[src/rtl/neopixel_rx.sv]
// NeoPixel (WS2812-style) serial receiver.
// Samples din through a two-flop synchronizer and classifies each high
// pulse by its width. A width of T_THRESH cycles or more decodes as 1.
// A shorter pulse decodes as 0, and a pulse below T_MIN is a glitch.
// A low gap of T_RESET cycles ends the frame (latch).
// Ports:
//   clk_20M      : 20 MHz clock, all logic on its rising edge
//   rst          : asynchronous active-high reset
//   din          : asynchronous serial line
//   rx_data      : last decoded byte, MSB received first (held between strobes)
//   rx_valid     : one-cycle strobe, rx_data/rx_index valid
//   rx_index     : byte position in the current frame (held)
//   frame_done   : one-cycle strobe at a latch gap that ends a non-empty frame
//   frame_bytes  : byte count of the ended frame (held)
//   err_glitch   : high pulse shorter than T_MIN
//   err_long     : line stuck high for T_MAXHIGH cycles
//   err_partial  : latch gap arrived with an incomplete byte
//   err_overflow : byte beyond MAX_BYTES dropped
module neopixel_rx #(
  parameter int unsigned T_THRESH  = 12,
  parameter int unsigned T_MIN     = 3,
  parameter int unsigned T_MAXHIGH = 40,
  parameter int unsigned T_RESET   = 1000,
  parameter int unsigned MAX_BYTES = 48
) (
  input  logic       clk_20M,
  input  logic       rst,
  input  logic       din,
  output logic [7:0] rx_data,
  output logic       rx_valid,
  output logic [5:0] rx_index,
  output logic       frame_done,
  output logic [5:0] frame_bytes,
  output logic       err_glitch,
  output logic       err_long,
  output logic       err_partial,
  output logic       err_overflow
);

  localparam int unsigned LW = $clog2(T_RESET + 1);
  localparam int unsigned HW = $clog2(T_MAXHIGH + 1);

  localparam logic [LW-1:0] LOW_MAX  = LW'(T_RESET);
  localparam logic [LW-1:0] LOW_LAST = LW'(T_RESET - 1);
  localparam logic [HW-1:0] HI_LAST  = HW'(T_MAXHIGH - 1);
  localparam logic [HW-1:0] HI_MIN   = HW'(T_MIN);
  localparam logic [HW-1:0] HI_ONE   = HW'(T_THRESH);
  localparam logic [5:0]    BYTE_MAX = 6'(MAX_BYTES);

  typedef enum logic [1:0] {SYNC, LOW, HIGH} state_t;

  state_t        state_q, state_d;
  logic          din_m_q, din_m_d, din_s_q, din_s_d, din_d_q, din_d_d;
  logic [LW-1:0] low_cnt_q, low_cnt_d;
  logic [HW-1:0] high_cnt_q, high_cnt_d;
  logic [2:0]    bit_cnt_q, bit_cnt_d;
  logic [5:0]    byte_cnt_q, byte_cnt_d;
  logic [7:0]    shift_q, shift_d;
  logic [7:0]    rx_data_q, rx_data_d;
  logic [5:0]    rx_index_q, rx_index_d;
  logic [5:0]    frame_bytes_q, frame_bytes_d;
  logic          rx_valid_q, rx_valid_d, frame_done_q, frame_done_d;
  logic          err_glitch_q, err_glitch_d, err_long_q, err_long_d;
  logic          err_partial_q, err_partial_d, err_overflow_q, err_overflow_d;

  logic       rise;
  logic [7:0] shift_new;

  always_comb begin
    din_m_d        = din;
    din_s_d        = din_m_q;
    din_d_d        = din_s_q;
    state_d        = state_q;
    low_cnt_d      = low_cnt_q;
    high_cnt_d     = high_cnt_q;
    bit_cnt_d      = bit_cnt_q;
    byte_cnt_d     = byte_cnt_q;
    shift_d        = shift_q;
    rx_data_d      = rx_data_q;
    rx_index_d     = rx_index_q;
    frame_bytes_d  = frame_bytes_q;
    rx_valid_d     = 1'b0;
    frame_done_d   = 1'b0;
    err_glitch_d   = 1'b0;
    err_long_d     = 1'b0;
    err_partial_d  = 1'b0;
    err_overflow_d = 1'b0;

    rise      = din_s_q & ~din_d_q;
    shift_new = {shift_q[6:0], (high_cnt_q >= HI_ONE)};

    case (state_q)
      // Wait for a full latch gap before trusting the line.
      SYNC: begin
        if (din_s_q) begin
          low_cnt_d = '0;
        end else if (low_cnt_q >= LOW_LAST) begin
          // Enter LOW already saturated so this gap does not end a frame.
          low_cnt_d  = LOW_MAX;
          state_d    = LOW;
          bit_cnt_d  = '0;
          byte_cnt_d = '0;
        end else begin
          low_cnt_d = low_cnt_q + LW'(1);
        end
      end

      LOW: begin
        if (rise) begin
          state_d    = HIGH;
          high_cnt_d = HW'(1);
          low_cnt_d  = '0;
        end else if (low_cnt_q != LOW_MAX) begin
          low_cnt_d = low_cnt_q + LW'(1);
          if (low_cnt_q == LOW_LAST) begin
            if (byte_cnt_q != '0) begin
              frame_done_d  = 1'b1;
              frame_bytes_d = byte_cnt_q;
            end
            if (bit_cnt_q != '0) err_partial_d = 1'b1;
            bit_cnt_d  = '0;
            byte_cnt_d = '0;
          end
        end
      end

      HIGH: begin
        if (din_s_q) begin
          if (high_cnt_q == HI_LAST) begin
            err_long_d = 1'b1;
            state_d    = SYNC;
            low_cnt_d  = '0;
            bit_cnt_d  = '0;
            byte_cnt_d = '0;
          end else begin
            high_cnt_d = high_cnt_q + HW'(1);
          end
        end else begin
          // Falling edge; this low cycle is the first of the gap.
          state_d   = LOW;
          low_cnt_d = LW'(1);
          if (high_cnt_q < HI_MIN) begin
            err_glitch_d = 1'b1;
          end else begin
            shift_d   = shift_new;
            bit_cnt_d = bit_cnt_q + 3'd1;
            if (bit_cnt_q == 3'd7) begin
              bit_cnt_d = '0;
              if (byte_cnt_q < BYTE_MAX) begin
                rx_valid_d = 1'b1;
                rx_data_d  = shift_new;
                rx_index_d = byte_cnt_q;
                byte_cnt_d = byte_cnt_q + 6'd1;
              end else begin
                err_overflow_d = 1'b1;
              end
            end
          end
        end
      end

      default: state_d = SYNC;
    endcase
  end

  always_ff @(posedge clk_20M or posedge rst) begin
    if (rst) begin
      state_q        <= SYNC;
      din_m_q        <= 1'b0;
      din_s_q        <= 1'b0;
      din_d_q        <= 1'b0;
      low_cnt_q      <= '0;
      high_cnt_q     <= '0;
      bit_cnt_q      <= '0;
      byte_cnt_q     <= '0;
      shift_q        <= '0;
      rx_data_q      <= '0;
      rx_index_q     <= '0;
      frame_bytes_q  <= '0;
      rx_valid_q     <= 1'b0;
      frame_done_q   <= 1'b0;
      err_glitch_q   <= 1'b0;
      err_long_q     <= 1'b0;
      err_partial_q  <= 1'b0;
      err_overflow_q <= 1'b0;
    end else begin
      state_q        <= state_d;
      din_m_q        <= din_m_d;
      din_s_q        <= din_s_d;
      din_d_q        <= din_d_d;
      low_cnt_q      <= low_cnt_d;
      high_cnt_q     <= high_cnt_d;
      bit_cnt_q      <= bit_cnt_d;
      byte_cnt_q     <= byte_cnt_d;
      shift_q        <= shift_d;
      rx_data_q      <= rx_data_d;
      rx_index_q     <= rx_index_d;
      frame_bytes_q  <= frame_bytes_d;
      rx_valid_q     <= rx_valid_d;
      frame_done_q   <= frame_done_d;
      err_glitch_q   <= err_glitch_d;
      err_long_q     <= err_long_d;
      err_partial_q  <= err_partial_d;
      err_overflow_q <= err_overflow_d;
    end
  end

  assign rx_data      = rx_data_q;
  assign rx_valid     = rx_valid_q;
  assign rx_index     = rx_index_q;
  assign frame_done   = frame_done_q;
  assign frame_bytes  = frame_bytes_q;
  assign err_glitch   = err_glitch_q;
  assign err_long     = err_long_q;
  assign err_partial  = err_partial_q;
  assign err_overflow = err_overflow_q;

endmodule

[config.mk]
export PLATFORM = sky130hd
export DESIGN_NAME = neopixel_rx
export DESIGN_NICKNAME = d
export VERILOG_FILES = /design/src/rtl/neopixel_rx.sv
export SDC_FILE = /design/constraint.sdc
export NUM_CORES = 1
export LEC_CHECK = 0
export ABC_AREA = 1
export CAP_MARGIN = 40
export CORE_ASPECT_RATIO = 0.5
export CORE_MARGIN = 10
export CORE_UTILIZATION = 60
export CTS_CLUSTER_SIZE = 28
export DETAILED_ROUTE_END_ITERATION = 7
export GPL_TIMING_DRIVEN = 1
export HOLD_SLACK_MARGIN = 0.12
export PLACE_DENSITY = 0.82
export SYNTH_ARGS = -nofsm -noshare
export SYNTH_HDL_FRONTEND = slang
export SYNTH_SLANG_ARGS = --single-unit
[constraint.sdc]
create_clock -name clk_20M -period 7.6 [get_ports clk_20M]
set_clock_uncertainty 0.15 [all_clocks]
set_input_delay 2.28 -clock clk_20M [delete_from_list [all_inputs] [get_ports clk_20M]]
set_output_delay 2.28 -clock clk_20M [all_outputs]
set_load 0.03 [all_outputs]
==> results of run 1 <==
## state kept, by name (all words and copies together) (netlist names), 2 cells and up
signal / flops
rx_index: 6
byte_cnt_q: 6
bit_cnt_q: 3
low_cnt_q: 10
rx_data: 8
shift_q: 7
state_q: 2
high_cnt_q: 6
frame_bytes: 6
## where the power goes
| group | internal [mW] | switching [mW] |
|---|---|---|
| clock network | 0.150 | 0.130 |
| logic | 0.00402 | 0.0110 |
| registers | 0.337 | 0.00204 |
## worst max-delay path by stage
stage / cells after the start / slack, ns / end
3_5_place_dp: 3 / 4.07 / low_cnt_q[6]
4_1_cts: 1 / 3.75 / rx_data[1]
6_report: 1 / 3.78 / rx_data[1]
5_1_grt: 1 / 3.71 / rx_data[1]
2_1_floorplan: 1 / 3.60 / bit_cnt_q[0]
3_3_place_gp: 3 / 4.08 / low_cnt_q[8]
## cell families (layout without fill, tap and decap cells)
kind of cell             after synthesis  after routing  share of synthesized area
AO/OA/AOI/OAI                         58             58                     0.0978
XOR/XNOR                               4              4                     0.0107
adder cells (fa/ha/maj)               14             14                     0.0533
buffers and inverters                 53             92                     0.0677
flip-flops                            63             63                      0.479
AND/OR/NAND/NOR                      201            201                      0.291
## final cells by class
type | count | area (um2)
multi-input combinational | 277 | 1490
fill | 371 | 1310
clock inverter | 6 | 61.3
sequential | 63 | 1580
tap | 70 | 87.6
timing repair buffer | 29 | 288
inverter | 47 | 176
clock buffer | 10 | 128
## metal layers
layer  vias up  share of wire
met1      1279           0.45
li1       1334              -
met5         -              0
met4         0         0.0099
met3         9          0.067
met2        56           0.47
## cell usage in the layout, fill, tap and decap left out, types with 2 or more instances in the layout
cell type         n
nor2_1           39
nand3_1          20
nand4_1          15
a21oi_1           6
nand2_2           8
clkbuf_8          9
o21ai_1          20
ha_1             14
clkinv_2          3
o21ai_2           5
clkdlybuf4s50_1  28
xor2_1            3
o21ai_0          23
dfrtp_1          63
or2_2             2
inv_1            38
nand2_4           2
nor2_4            6
nand3_2           2
inv_2             8
nor3_1            6
nand2_1          97
## worst reg2reg max path, stage by stage, from the launching register on
cell     delay [ns]
dfrtp_1        0.43
inv_1          0.10
ha_1           0.28
inv_2          0.13
nor2_4         0.26
nand2_2        0.23
inv_2          0.12
nand2_2        0.27
inv_1          0.21
nand2_1        0.07
nand2_1        0.05
==> qor.csv, run 1 <==
stage,metric,value,unit
outcome,status,finished clean,
grt,grtUsageMet2,0.266,
synth,yosys-top-cells-area,"dfrtp_1 48%, nand2_1 11%, ha_1 5.3%, inv_1 4.5%, nor2_1 4.5%",
layout,final_area,3810,um2
critical_path,path_delay_family,buffers and inverters,
synth,synth_top_area_frac,0.479,
layout,finalNetCount,444,
synth,ys_seq_area_frac,0.479,
pwr,peakVddDrop,0.0978,mV
critical_path,rr_worst_depth,10,
die,initial_core_util,0.643,
critical_path,worstPathCellList,clkdlybuf4s50_1,
timing,whs,0.206,ns
critical_path,slowest_stage,clkdlybuf4s50_1,
route,drt_iter0_drc,227,
timing,setup_viol,0,
route,totalWireLength,6670,um
clock_tree,clk_pin_slew,0.07,ns
clock_tree,clk_latency,0.34,ns
grt,grtUsageTotal,0.154,
layout,n_antenna_cell,0,
critical_path,critPathMaxFanout,2,
synth,avgSynthCellArea,8.37,um2
route,ant_nets,0,
critical_path,path_buf_inv,1,
clock_tree,cts.sinks,63,
synth,synth_fp_nets,410,
pwr,p_leak,1.81,nW
layout,final_cell_count_no_fill,502,
synth,synth_edf_count,0,
place,place.gp.congestion,0.853,
synth,yosysMostFrequentCell,nand2_1,
synth,ys_warn_count,0,
timing,relSlewSlack,0.496,
pwr,p_total,635,uW
critical_path,reg2reg_from,state_q[0],
grt,grt_pass1_vias,2621,
die,die-area,9020,um2
min_path,hold_path_depth,0,
layout,drive_gt1_frac,0.123,
grt,grt_start_max_net_pins,64,
timing,finalWorstSetupSlack,3.78,ns
clock_tree,cts_made_buffers,9,
synth,syn_inst,393,
clock_tree,clockRootBuffer,clkbuf_8,
layout,final_util,0.745,
route,drc,0,
timing,fmax,262,MHz
die,die_x,125,um
pwr,power_density,167,nW/um2
grt,grt_pass1_wl,11800,um
grt,gr-usage-met1,0.179,
die,die_h,72.4,um
timing,post-route-period-util,0.503,
min_path,hp-class,reg2reg,
clock_tree,cts.htree.levels,3,
critical_path,critical_path_class,reg2out,
route,viasPerCell,5.33,
critical_path,cp_slowest_stage_delay,0.68,ns
critical_path,cp.required,5.17,ns
route,drtPass1Iterations,4,
critical_path,critPathArrivalTime,1.39,ns
flow_run,drv_cap,0,
synth,ys_async_sr_fraction,1.00,
synth,ys_ff_latch,63,
die,io-pin-count,29,
critical_path,r2r_slack,5.24,ns
clock_tree,ctsResizeCount,0,
timing,slew_violations,0,
grt,overflow,0,
clock_tree,cts_buffer_depth,2,
critical_path,crit_path_start_kind,flop,
timing,hold_viol_final,0,
timing,rsz0062_at_grt,no,
clock_tree,hold_buffers,0,
synth,ys_types,32,
min_path,hold_end,din_d_d,
synth,synth_largest_area_cell,dfrtp_1,
grt,busiest_layer,met2,
route,wire_per_inst,13.3,um
synth,ys.flop_type,dfrtp_1,
place,place_area,3620,um2
layout,area_delta_synth_final,15.7,%
place,pre_cts_ws,4.07,ns
die,core,5110,um2
clock_tree,cts_tree,yes,
timing,tightest_slew,0.756,ns
synth,syn_area,3290,um2
timing,fin_crit,3.82,ns
grt,met3_usage,0.0580,
critical_path,cp-end-kind,output pin,
place,port_buffers,28,
grt,antenna_found_initial,0,
critical_path,worstReg2RegEnd,rx_data[0],
die,rows,18,
route,num_vias,2678,
place,dpl.hpwl,4850,um
synth,synth_common_cells,"97 x nand2_1, 63 x dfrtp_1, 39 x inv_1, 39 x nor2_1, 23 x o21ai_0",
place,place_inst,486,
clock_tree,cts_setup_buffers,0,
timing,tns,0,ns
min_path,min_from,din_m_q,
critical_path,worstSetupStartpoint,rx_data[1],
(Power assumes the default switching activity.)
==> run 2, diff against run 1 <==
--- a/config.mk
+++ b/config.mk
@@ -9,12 +9,12 @@
 export CAP_MARGIN = 40
 export CORE_ASPECT_RATIO = 0.5
 export CORE_MARGIN = 10
-export CORE_UTILIZATION = 60
+export CORE_UTILIZATION = 52
 export CTS_CLUSTER_SIZE = 28
 export DETAILED_ROUTE_END_ITERATION = 7
 export GPL_TIMING_DRIVEN = 1
 export HOLD_SLACK_MARGIN = 0.12
-export PLACE_DENSITY = 0.82
+export PLACE_DENSITY = 0.76
 export SYNTH_ARGS = -nofsm -noshare
 export SYNTH_HDL_FRONTEND = slang
 export SYNTH_SLANG_ARGS = --single-unit
==> constraint.sdc (replaced) <==
create_clock -name clk_20M -period 3.2 [get_ports clk_20M]
set_clock_uncertainty 0.15 [all_clocks]
set_input_delay 0.96 -clock clk_20M [delete_from_list [all_inputs] [get_ports clk_20M]]
set_output_delay 0.96 -clock clk_20M [all_outputs]
set_load 0.03 [all_outputs]
==> run 2 against run 1 <==
- wire length increased by 3.0%
- utilization decreased by 10 points
- via count decreased by 0.49%
- register-to-register slack got worse by 4.4 ns
- flip-flop and latch count unchanged
- die area increased by 12%
- sequential power increased by 140%
- clock power increased to 3.4 times the previous value
- largest cell class unchanged
- worst setup slack got worse by 3.1 ns
- clock-buffer cell count unchanged
- first-iteration DRC count decreased by 7.9%
==> qor.csv, run 2 (synthesis gave the netlist of run 1 again) <==
stage,metric,value,unit,change
place,place.gp.congestion,0.872,,+2.1%
pwr,peakVddDrop,0.273,mV,+180%
clock_tree,clockRootBuffer,clkbuf_16,,
place,place_inst,505,,+3.9%
timing,tightest_slew,0.443,ns,-0.313 ns
layout,layout_common_cells,"97 x nand2_1, 63 x dfrtp_1, 39 x nor2_1, 38 x inv_1, 28 x clkdlybuf4s50_1",,
place,port_buffers,28,,unchanged
timing,fmax,403,MHz,
die,core,6110,um2,+19%
place,dpl.hpwl,5030,um,+3.6%
clock_tree,clk_latency,0.33,ns,about the same
critical_path,cp_slowest_stage_delay,0.69,ns,about the same
critical_path,critPathMaxFanout,2,,unchanged
clock_tree,cts_buffer_depth,2,,unchanged
critical_path,critPathArrivalTime,1.37,ns,-0.02 ns
timing,rsz0062_at_grt,no,,
timing,fin_crit,2.48,ns,
pwr,p_leak,1.86,nW,+2.8%
route,drtPass1Iterations,5,,+1
grt,grt_start_max_net_pins,28,,-56%
die,initial_core_util,0.539,,-0.105
clock_tree,cts.sinks,63,,unchanged
timing,setup_viol,0,,unchanged
clock_tree,clk_pin_slew,0.05,ns,-0.02 ns
timing,tns,0,ns,unchanged
grt,grtUsageTotal,0.148,,-0.00638
clock_tree,cts_setup_buffers,0,,unchanged
critical_path,worstPathCellList,clkdlybuf4s50_1,,
grt,overflow,0,,unchanged
route,wire_per_inst,13.2,um,-0.77%
grt,antenna_found_initial,0,,unchanged
pwr,p_total,1.78,mW,+180%
die,io-pin-count,29,,unchanged
critical_path,cp-end-kind,output pin,,
timing,relSlewSlack,0.702,,+0.207
layout,drive_gt1_frac,0.125,,+0.00203
clock_tree,cts_tree,yes,,
place,pre_cts_ws,0.863,ns,-3.20 ns
layout,n_antenna_cell,0,,unchanged
route,drt_iter0_drc,209,,-7.9%
layout,area_delta_synth_final,19.7,%,
layout,regMostFlops,low_cnt_q,,
layout,finalNetCount,445,,+0.23%
flow_run,drv_cap,0,,unchanged
route,viasPerCell,5.12,,-4.1%
clock_tree,cts_made_buffers,9,,unchanged
critical_path,slowest_stage,clkdlybuf4s50_1,,
critical_path,crit_path_start_kind,flop,,
layout,largest_reg_flops,10,,unchanged
critical_path,path_delay_family,buffers and inverters,,
timing,whs,0.198,ns,-0.00854 ns
outcome,status,finished clean,,
die,die_x,132,um,+6.2%
layout,final_common_cell,nand2_1,,
pwr,power_density,453,nW/um2,+170%
critical_path,cp.required,2.09,ns,-3.08 ns
route,ant_nets,0,,unchanged
clock_tree,hold_buffers,0,,unchanged
die,rows,20,,+2
route,totalWireLength,6870,um,+3.0%
timing,post-route-period-util,0.776,,
die,die_h,76.2,um,+5.4%
clock_tree,ctsResizeCount,0,,unchanged
layout,final_cell_count_no_fill,521,,+3.8%
route,num_vias,2665,,-0.49%
timing,slew_violations,0,,unchanged
min_path,hp-class,reg2reg,,
die,die-area,10100,um2,+12%
timing,hold_viol_final,0,,unchanged
grt,grt_pass1_wl,12300,um,+4.2%
clock_tree,cts.htree.levels,3,,unchanged
critical_path,path_buf_inv,1,,unchanged
route,drc,0,,unchanged
critical_path,critical_path_class,reg2out,,
grt,grt_pass1_vias,2636,,+0.57%
timing,finalWorstSetupSlack,0.718,ns,-3.06 ns
run 2: cell types whose count changed in the layout (fill, tap and decap cells not counted):
cell / change
buf_4: +1
clkbuf_8: -9
clkbuf_16: +9
run 2: worst paths after layout:
path | startpoint | to | slack (ns) | depth (start not counted)
hold reg to reg | din_m_q | din_d_d | 0.20 | 0
hold / removal | din_m_q | din_d_d | 0.20 | 0
setup reg to reg | state_q[0] | rx_index[4] | 0.82 | 10
setup / recovery | rx_data[2] | rx_data[2] | 0.72 | 1
max in group asynchronous | rst | frame_bytes[4] | 1.50 | 3
min in group asynchronous | rst | shift_q[5] | 0.75 | 2
run 2: area by class of cell:
class	instances	area, um2
clock buffer	10	229
sequential	63	1580
timing repair buffer	30	295
multi-input combinational	277	1490
fill	529	2170
inverter	47	176
clock inverter	6	61.3
tap	88	110
run 2: metrics by stage:
step                      instance area, um2   util
after floorplan                         3290      -
final                                   3940  0.645
after global placement                  3650  0.598
after detailed placement                3650  0.598
after global routing                    3940  0.645
after CTS                               3940  0.645
run 2: per-layer routing:
metal | vias to the layer above | GRT usage | wire length (um)
li1 | 1340 | - | -
met1 | 1267 | 0.179 | 3290
met2 | 48 | 0.230 | 3120
met3 | 10 | 0.0566 | 354
met4 | 0 | 0.0622 | 103
met5 | - | 0 | 0
run 2: power breakdown:
part / total, mW / internal (mW) / switching, mW
combinational: 0.0374 / 0.0102 / 0.0272
clock: 0.938 / 0.599 / 0.340
sequential: 0.808 / 0.802 / 0.00545
total: 1.78 / 1.41 / 0.372
